<file path="config.mk">
export PLATFORM = sky130hd
export DESIGN_NAME = rectangle_sbox_layer_seq_flat
export DESIGN_NICKNAME = d
export VERILOG_FILES = /design/src/rtl/rectangle_sbox_layer_seq_if.sv /design/src/rtl/rectangle_sbox_layer_seq.sv /design/src/flat_wrapper.sv
export SDC_FILE = /design/constraint.sdc
export NUM_CORES = 1
export LEC_CHECK = 0
export ABC_AREA = 1
export CAP_MARGIN = 20
export CORE_MARGIN = 5
export CORE_UTILIZATION = 50
export DETAILED_ROUTE_END_ITERATION = 10
export PLACE_DENSITY = 0.87
export SYNTH_ARGS = -nofsm -noshare
export SYNTH_HDL_FRONTEND = slang
export SYNTH_SLANG_ARGS = --single-unit
</file>
<file path="constraint.sdc">
create_clock -name clk -period 6.1 [get_ports clk]
set_clock_uncertainty 0.2 [all_clocks]
set_input_delay 1.83 -clock clk [delete_from_list [all_inputs] [get_ports clk]]
set_output_delay 1.83 -clock clk [all_outputs]
set_load 0.005 [all_outputs]
</file>
<file path="src/rtl/rectangle_sbox_layer_seq_if.sv">
// Handshake and data bundle between the RECTANGLE S-layer sequencer, the
// round-state registers, the randomness source and the masked S-box datapath.
interface rectangle_sbox_layer_seq_if #(
  parameter int RND_W = 8
) ();
  logic             start;
  logic [63:0]      in_a;
  logic [63:0]      in_b;
  logic [63:0]      in_c;
  logic             busy;
  logic             done;
  logic [63:0]      out_a;
  logic [63:0]      out_b;
  logic [63:0]      out_c;
  logic [RND_W-1:0] rnd_in;
  logic             rnd_vld;
  logic             rnd_rdy;
  logic             sb_vld;
  logic [3:0]       sb_x_a;
  logic [3:0]       sb_x_b;
  logic [3:0]       sb_x_c;
  logic [RND_W-1:0] sb_rnd;
  logic [3:0]       sb_y_a;
  logic [3:0]       sb_y_b;
  logic [3:0]       sb_y_c;

  // Environment side: round control, randomness source and S-box results.
  modport master (
    output start, in_a, in_b, in_c, rnd_in, rnd_vld, sb_y_a, sb_y_b, sb_y_c,
    input  busy, done, out_a, out_b, out_c, rnd_rdy, sb_vld,
           sb_x_a, sb_x_b, sb_x_c, sb_rnd
  );

  // Sequencer side.
  modport slave (
    input  start, in_a, in_b, in_c, rnd_in, rnd_vld, sb_y_a, sb_y_b, sb_y_c,
    output busy, done, out_a, out_b, out_c, rnd_rdy, sb_vld,
           sb_x_a, sb_x_b, sb_x_c, sb_rnd
  );
endinterface

</file>
<file path="src/rtl/rectangle_sbox_layer_seq.sv">
// Sequencer for the 3-share masked RECTANGLE S-layer. Holds the three state
// shares, issues the 16 columns one at a time to a fixed-latency masked S-box
// and writes each result column back in place.
//
//   state    | meaning
//   ST_IDLE  | waiting for start; shares hold the last layer result
//   ST_ISSUE | issuing columns, one per cycle with valid randomness
//   ST_DRAIN | all columns issued, waiting for the remaining results
//   ST_FIN   | layer complete, done pulse
module rectangle_sbox_layer_seq #(
  parameter int LAT = 2
) (
  input  logic                      clk,
  input  logic                      rst,
  rectangle_sbox_layer_seq_if.slave io_bus
);

  typedef enum logic [1:0] {
    ST_IDLE  = 2'd0,
    ST_ISSUE = 2'd1,
    ST_DRAIN = 2'd2,
    ST_FIN   = 2'd3
  } state_t;

  // One retire-pipe entry is {valid, column index}.
  localparam int PW = 5;

  state_t            r_state;
  state_t            w_state_nxt;
  logic [63:0]       r_a;
  logic [63:0]       r_b;
  logic [63:0]       r_c;
  logic [3:0]        r_issue_idx;
  logic [4:0]        r_retire_cnt;
  logic [PW*LAT-1:0] r_pipe;
  logic              w_load;
  logic              w_issue;
  logic              w_retire;
  logic [3:0]        w_ret_idx;
  logic [PW-1:0]     w_pipe_in;

  // Column j is {row3[j], row2[j], row1[j], row0[j]}; row r bit j is bit 16r+j.
  function automatic logic [3:0] get_col(input logic [63:0] s, input logic [3:0] j);
    return {s[{2'd3, j}], s[{2'd2, j}], s[{2'd1, j}], s[{2'd0, j}]};
  endfunction

  function automatic logic [63:0] put_col(input logic [63:0] s, input logic [3:0] j,
                                          input logic [3:0] y);
    logic [63:0] t;
    t              = s;
    t[{2'd0, j}]   = y[0];
    t[{2'd1, j}]   = y[1];
    t[{2'd2, j}]   = y[2];
    t[{2'd3, j}]   = y[3];
    return t;
  endfunction

  assign w_load    = (r_state == ST_IDLE) && io_bus.start;
  assign w_issue   = (r_state == ST_ISSUE) && io_bus.rnd_vld;
  assign w_pipe_in = {w_issue, r_issue_idx};
  assign w_retire  = r_pipe[PW*LAT-1];
  assign w_ret_idx = r_pipe[PW*LAT-2 -: 4];

  assign io_bus.busy    = (r_state == ST_ISSUE) || (r_state == ST_DRAIN);
  assign io_bus.done    = (r_state == ST_FIN);
  assign io_bus.rnd_rdy = (r_state == ST_ISSUE);
  assign io_bus.sb_vld  = w_issue;
  assign io_bus.sb_x_a  = get_col(r_a, r_issue_idx);
  assign io_bus.sb_x_b  = get_col(r_b, r_issue_idx);
  assign io_bus.sb_x_c  = get_col(r_c, r_issue_idx);
  assign io_bus.sb_rnd  = io_bus.rnd_in;
  assign io_bus.out_a   = r_a;
  assign io_bus.out_b   = r_b;
  assign io_bus.out_c   = r_c;

  // State register.
  always_ff @(posedge clk) begin
    if (rst) begin
      r_state <= ST_IDLE;
    end else begin
      r_state <= w_state_nxt;
    end
  end

  // Next-state logic; the layer ends on the edge that writes the 16th result.
  always_comb begin
    w_state_nxt = r_state;
    case (r_state)
      ST_IDLE:  if (io_bus.start) w_state_nxt = ST_ISSUE;
      ST_ISSUE: if (w_issue && (r_issue_idx == 4'd15)) w_state_nxt = ST_DRAIN;
      ST_DRAIN: if (w_retire && (r_retire_cnt == 5'd15)) w_state_nxt = ST_FIN;
      ST_FIN:   w_state_nxt = ST_IDLE;
      default:  w_state_nxt = ST_IDLE;
    endcase
  end

  // Issue index advances only on an actual issue; retire count tracks write-backs.
  always_ff @(posedge clk) begin
    if (rst) begin
      r_issue_idx  <= 4'd0;
      r_retire_cnt <= 5'd0;
    end else if (w_load) begin
      r_issue_idx  <= 4'd0;
      r_retire_cnt <= 5'd0;
    end else begin
      if (w_issue)  r_issue_idx  <= r_issue_idx + 4'd1;
      if (w_retire) r_retire_cnt <= r_retire_cnt + 5'd1;
    end
  end

  // Retire pipe mirrors the datapath latency so the tail lines up with sb_y_*.
  generate
    if (LAT == 1) begin : g_pipe_1
      always_ff @(posedge clk) begin
        if (rst) r_pipe <= '0;
        else     r_pipe <= w_pipe_in;
      end
    end else begin : g_pipe_n
      always_ff @(posedge clk) begin
        if (rst) r_pipe <= '0;
        else     r_pipe <= {r_pipe[PW*(LAT-1)-1:0], w_pipe_in};
      end
    end
  endgenerate

  // Share registers: load on accepted start, in-place column write-back per share.
  always_ff @(posedge clk) begin
    if (rst) begin
      r_a <= 64'd0;
      r_b <= 64'd0;
      r_c <= 64'd0;
    end else if (w_load) begin
      r_a <= io_bus.in_a;
      r_b <= io_bus.in_b;
      r_c <= io_bus.in_c;
    end else if (w_retire) begin
      r_a <= put_col(r_a, w_ret_idx, io_bus.sb_y_a);
      r_b <= put_col(r_b, w_ret_idx, io_bus.sb_y_b);
      r_c <= put_col(r_c, w_ret_idx, io_bus.sb_y_c);
    end
  end

endmodule

</file>
<file path="src/flat_wrapper.sv">
// flat-port wrapper written by rule: the top's interface ports become plain ports
module rectangle_sbox_layer_seq_flat 
#(
  parameter int LAT = 2
)
  (clk, rst, io_bus_start, io_bus_in_a, io_bus_in_b, io_bus_in_c, io_bus_rnd_in, io_bus_rnd_vld, io_bus_sb_y_a, io_bus_sb_y_b, io_bus_sb_y_c, io_bus_busy, io_bus_done, io_bus_out_a, io_bus_out_b, io_bus_out_c, io_bus_rnd_rdy, io_bus_sb_vld, io_bus_sb_x_a, io_bus_sb_x_b, io_bus_sb_x_c, io_bus_sb_rnd);
  rectangle_sbox_layer_seq_if #(.RND_W((8))) io_bus_i ();
  input  logic clk;
  input  logic rst;
  input wire logic [$bits(io_bus_i.start)-1:0] io_bus_start;
  input wire logic [$bits(io_bus_i.in_a)-1:0] io_bus_in_a;
  input wire logic [$bits(io_bus_i.in_b)-1:0] io_bus_in_b;
  input wire logic [$bits(io_bus_i.in_c)-1:0] io_bus_in_c;
  input wire logic [$bits(io_bus_i.rnd_in)-1:0] io_bus_rnd_in;
  input wire logic [$bits(io_bus_i.rnd_vld)-1:0] io_bus_rnd_vld;
  input wire logic [$bits(io_bus_i.sb_y_a)-1:0] io_bus_sb_y_a;
  input wire logic [$bits(io_bus_i.sb_y_b)-1:0] io_bus_sb_y_b;
  input wire logic [$bits(io_bus_i.sb_y_c)-1:0] io_bus_sb_y_c;
  output wire logic [$bits(io_bus_i.busy)-1:0] io_bus_busy;
  output wire logic [$bits(io_bus_i.done)-1:0] io_bus_done;
  output wire logic [$bits(io_bus_i.out_a)-1:0] io_bus_out_a;
  output wire logic [$bits(io_bus_i.out_b)-1:0] io_bus_out_b;
  output wire logic [$bits(io_bus_i.out_c)-1:0] io_bus_out_c;
  output wire logic [$bits(io_bus_i.rnd_rdy)-1:0] io_bus_rnd_rdy;
  output wire logic [$bits(io_bus_i.sb_vld)-1:0] io_bus_sb_vld;
  output wire logic [$bits(io_bus_i.sb_x_a)-1:0] io_bus_sb_x_a;
  output wire logic [$bits(io_bus_i.sb_x_b)-1:0] io_bus_sb_x_b;
  output wire logic [$bits(io_bus_i.sb_x_c)-1:0] io_bus_sb_x_c;
  output wire logic [$bits(io_bus_i.sb_rnd)-1:0] io_bus_sb_rnd;
  assign io_bus_i.start = io_bus_start;
  assign io_bus_i.in_a = io_bus_in_a;
  assign io_bus_i.in_b = io_bus_in_b;
  assign io_bus_i.in_c = io_bus_in_c;
  assign io_bus_i.rnd_in = io_bus_rnd_in;
  assign io_bus_i.rnd_vld = io_bus_rnd_vld;
  assign io_bus_i.sb_y_a = io_bus_sb_y_a;
  assign io_bus_i.sb_y_b = io_bus_sb_y_b;
  assign io_bus_i.sb_y_c = io_bus_sb_y_c;
  assign io_bus_busy = io_bus_i.busy;
  assign io_bus_done = io_bus_i.done;
  assign io_bus_out_a = io_bus_i.out_a;
  assign io_bus_out_b = io_bus_i.out_b;
  assign io_bus_out_c = io_bus_i.out_c;
  assign io_bus_rnd_rdy = io_bus_i.rnd_rdy;
  assign io_bus_sb_vld = io_bus_i.sb_vld;
  assign io_bus_sb_x_a = io_bus_i.sb_x_a;
  assign io_bus_sb_x_b = io_bus_i.sb_x_b;
  assign io_bus_sb_x_c = io_bus_i.sb_x_c;
  assign io_bus_sb_rnd = io_bus_i.sb_rnd;
  rectangle_sbox_layer_seq #(.LAT(LAT)) u_core (.clk(clk), .rst(rst), .io_bus(io_bus_i));
endmodule
</file>
# Yosys cells after proc, flatten, opt, wreduce, memory -nomap -nowiden
# Cells that the tools add are included.
[totals]
reg_bits = 213
inputBits = 216
out_inout_bits = 216
elab_cells = 96
[classes]
add_sub_neg = 2
magnitude_cmp = 12
n_eq_ne = 8
mux = 54
n_reduce_logical = 13
[ops]
columns = ["op", "count"]
rows = [
  ["$bwmux W64", 12],
  ["$mux W64", 6],
  ["$bmux W1 S4", 12],
  ["$lt A6 B7 Y1 const B", 4],
  ["$demux W1 S4", 4],
  ["$mux W1", 16],
  ["$lt A4 B7 Y1 const B", 2],
  ["$lt A5 B7 Y1 const B", 2],
  ["$ge A6 B1 Y1 const B", 2],
  ["$logic_and A1 B1 Y1", 8],
  ["$pmux W2 S4", 1],
  ["$mux W2", 3],
  ["$add A5 B1 Y5 const B", 1],
  ["$eq A5 B4 Y1 const B", 1],
  ["$ge A5 B1 Y1 const B", 1],
  ["$add A4 B1 Y4 const B", 1],
  ["$eq A2 B2 Y1 const B", 2],
  ["$eq A4 B4 Y1 const B", 1],
  ["$ge A4 B1 Y1 const B", 1],
  ["$ne A2 B2 Y1 const B", 2],
  ["$reduce_and A3 Y1", 1],
  ["$eq A2 B1 Y1 const B", 1],
  ["$logic_not A2 Y1", 1],
  ["$ne A2 B1 Y1 const B", 1],
  ["other kinds (3)", 3],
]

# Logic depth before layout (Yosys ltp)
[logic_depth]
ltp_word = 10
depth_mapped = 10
ltp_nobuf = 10

# Worst setup path before layout
# OpenSTA, ideal clock, no wires.
[synth_timing]
path_type = "input to output"
start = "in io_bus_rnd_vld"
end = "out io_bus_sb_vld"
arrival_ns = 2.005
t_required_ns = 4.070
setup_slack_ns = 2.065
path_stages = 2
path_buffers = 0
cell_sequence = "nand2_1 -> inv_1"
[synth_via]
elab_chain_len = 1
[synth_lines]
columns = ["item", "line_no", "rtl"]
rows = [
  ["start: declaration", "flat_wrapper.sv:15", "input wire logic [$bits(io_bus_i.rnd_vld)-1:0] io_bus_rnd_vld;"],
  ["$logic_and A1 B1 Y1", "rectangle_sbox_layer_seq.sv:59", "assign w_issue = (r_state == ST_ISSUE) && io_bus.rnd_vld;"],
  ["end: declaration", "flat_wrapper.sv:25", "output wire logic [$bits(io_bus_i.sb_vld)-1:0] io_bus_sb_vld;"],
]
# No other way between the ends.

# Worst setup path after layout
[layout_timing]
start = "reg u_core.r_issue_idx[0]"
end = "out io_bus_sb_x_a[0]"
[layout_via]
elab_chain_len = 2
[layout_lines]
columns = ["item", "line_no", "rtl"]
rows = [
  ["start: declaration", "rectangle_sbox_layer_seq.sv:33", "logic [3:0] r_issue_idx;"],
  ["start signal: assignment", "rectangle_sbox_layer_seq.sv:106", "if (w_issue) r_issue_idx <= r_issue_idx + 4'd1;"],
  ["$bmux W1 S4", "rectangle_sbox_layer_seq.sv:44", "return {s[{2'd3, j}], s[{2'd2, j}], s[{2'd1, j}], s[{2'd0, j}]};"],
  ["$mux W1 (not written as such)", "rectangle_sbox_layer_seq.sv:44", ""],
  ["end: declaration", "flat_wrapper.sv:26", "output wire logic [$bits(io_bus_i.sb_x_a)-1:0] io_bus_sb_x_a;"],
]
# No other way between the ends. The select of a mux whose other input is x is not followed.

==> flow_summary_export.csv <==
group,metric,value,unit
synthesis,yosysTopAreaCellShare,0.3440,
timing,worst_slack,0.6867,ns
critical_path,worstPathArrival,3.38,ns
timing,final.setup.tns,0,ns
job,max_cap_violations,0,
synthesis,avgSynthCellArea,5.943,um^2
layout,multi_input_area,6309,um^2
synthesis,synth_seq_cells,213,
global_route,track_usage,0.3521,
worst_hold_path,worstHoldStart,"u_core.r_pipe[4]",
worst_hold_path,hp-class,"reg -> reg",
critical_path,crit_type,"reg -> out",
layout,final_common_cell,"nand2_1",
timing,worstMarginPinSlew,1.091,ns
synthesis,netlist_area,12400,um^2
layout,n_fill_cell,2027,
global_route,grt_max_degree,119,
pwr,p_leak,7.775,nW
clock_network,clock_latency,0.53,ns
layout,area_growth,40.68,%
clock_network,clock_path_buffers,3,
clock_network,cts-root-buf,"clkbuf_16",
layout,final_nets,2639,
layout,final_area,17440,um^2
synthesis,syn_inst,2086,
synthesis,yosys.area.top_type,"dfxtp_1",
clock_network,cts_made_buffers,24,
timing,finalCritPeriodShare,0.8874,
synthesis,yosysWarnings,0,
placed_design,io_buffers,415,
layout,final_cells,2758,
placed_design,gp_congestion,0.9458,
timing,slew_viol_final,0,
critical_path,critPathCaptureType,"output pin",
timing,rsz0062_at_grt,"false",
clock_network,cts_tree,"yes",
routing,drt_iter0_drc,2006,
floorplanning,die_h,167.5,um
critical_path,reg2reg_from,"u_core.r_state[0]",
floorplanning,pin_count,432,
synthesis,ys_types,23,
routing,dr_total_vias,15482,
floorplanning,fp-row-count,57,
pwr,peakVddDrop,235.7,uV
timing,period_needed,5.413,ns
global_route,grt_pass1_vias,14645,
floorplanning,initial_core_util,0.5083,
routing,route.detailed.drc,0,
routing,wl_per_cell,19.19,um
placed_design,dpl.hpwl,37670,um
synthesis,synth_seq_area_share,0.3440,
critical_path,path_max_fanout,61,
clock_network,hold_buffers,0,
global_route,overflow,0,
clock_network,cts_setup_buffers,0,
clock_network,htreeDepth,1,
critical_path,crit_required,4.07,ns
routing,drt_pass1_iterations,8,
placed_design,place_inst,2711,
synthesis,synth_top_cells_by_area,"dfxtp_1, nand2_1, nand3_1",
clock_network,ctsResizeCount,0,
floorplanning,dieArea,28040,um^2
floorplanning,core_area,24390,um^2
floorplanning,die_w,167.5,um
routing,drtAntennaViolNets,0,
critical_path,critPathLaunch,"u_core.r_issue_idx[0]",
routing,vias_per_cell,5.613,
critical_path,cp-start-kind,"flop",
layout,layout_common_cells,"nand2_1, clkdlybuf4s50_1, inv_1",
timing,max-slew-margin-rel,0.2699,
timing,hold_viol_final,0,
synthesis,syn_nets,2309,
layout,seq_area,4269,um^2
clock_network,cts.sinks,213,
timing,fmax,0.1847,GHz
placed_design,dp_slack,0.9957,ns
layout,drive_gt1_frac,0.03535,
clock_network,cts.clk_slew.worst_paths,0.06,ns
run_status,status,"complete, no violations",
timing,finalSetupViolCount,0,
pwr,p_per_area,338.8,nW/um^2
global_route,antenna_found_initial,2,
placed_design,place_area,16550,um^2
routing,drt-total-wl,52940,um
global_route,grt_pass1_wl,79860,um
[area by class of cell]
cell class	instances	area share
Inverter	302	0.06521
Clock buffer	27	0.03508
Multi-Input combinational cell	1421	0.3617
Antenna cell	1	0.0001435
Tap cell	324	0.02324
Sequential cell	213	0.2448
Clock inverter	16	0.01442
Timing Repair Buffer	454	0.2554
[per-stage QoR]
| stage | util | hold WS (ns) | power, mW |
|---|---|---|---|
| floorplan | - | 0.1883 | 3.117 |
| global placement | 0.6784 | 0.1901 | 4.193 |
| detailed placement | 0.6784 | 0.1921 | 4.255 |
| CTS | 0.7138 | 0.2029 | 5.862 |
| global route | 0.7149 | 0.2129 | 6.194 |
| finish | 0.7150 | 0.2013 | 5.908 |
[routing by layer]
metal  part of all wire  GRT usage
met2               0.45     0.5643
met4              0.063     0.1983
met3               0.13    0.08628
met1               0.36     0.4339
met5            0.00023          0
[sequential cells by signal, summed over array words and instances (netlist names)]
signal               count
u_core.io_bus.out_a     64
u_core.io_bus.out_b     64
u_core.io_bus.out_c     64
u_core.r_pipe           10
u_core.r_retire_cnt      5
u_core.r_issue_idx       4
u_core.r_state           2
[critical path: stages, from the launching register on]
cell and delay (ns):
dfxtp_4 0.62, clkinv_2 0.51, buf_4 0.52, nand2_1 0.16
nand3_1 0.10, nand2_1 0.12, nand2_1 0.05, nand2_1 0.08
inv_1 0.04, nand2_1 0.05, clkdlybuf4s50_1 0.54
[synth_stat cells, drive strengths merged]
cell and count:
nand2 589, inv 301, nand3 294, nor2 261
dfxtp 213, a21oi 187, buf 87, a21boi 72
clkbuf 63, ha 7, o21ai 4, nand4 2
xor2 2, and3 1, clkinv 1, o21a 1
xnor2 1
[kinds of logic after synthesis]
| logic type | after synthesis | share of synthesized area |
|---|---|---|
| compound gates | 264 | 0.1213 |
| xor+xnor | 3 | 0.002120 |
| fa+ha+maj | 7 | 0.007065 |
| buf+inv | 452 | 0.1476 |
| flops | 213 | 0.3440 |
| simple gates | 1147 | 0.3780 |
[path summary, 6_finish.rpt]
path | endpoint | slack, ns | cells after the start
max | io_bus_sb_x_a[0] | 0.69 | 10
min | u_core.r_pipe[9] | 0.20 | 2
max reg2reg | u_core.io_bus.out_a[36] | 3.02 | 9
min reg2reg | u_core.r_pipe[9] | 0.20 | 2
[power by group]
part	internal, mW	total (mW)	leakage (nW)	switching (mW)
clock	0.981	1.61	0.423	0.627
combinational	1.03	2.48	5.61	1.45
sequential	1.62	1.82	1.74	0.202
(Power assumes the default switching activity.)
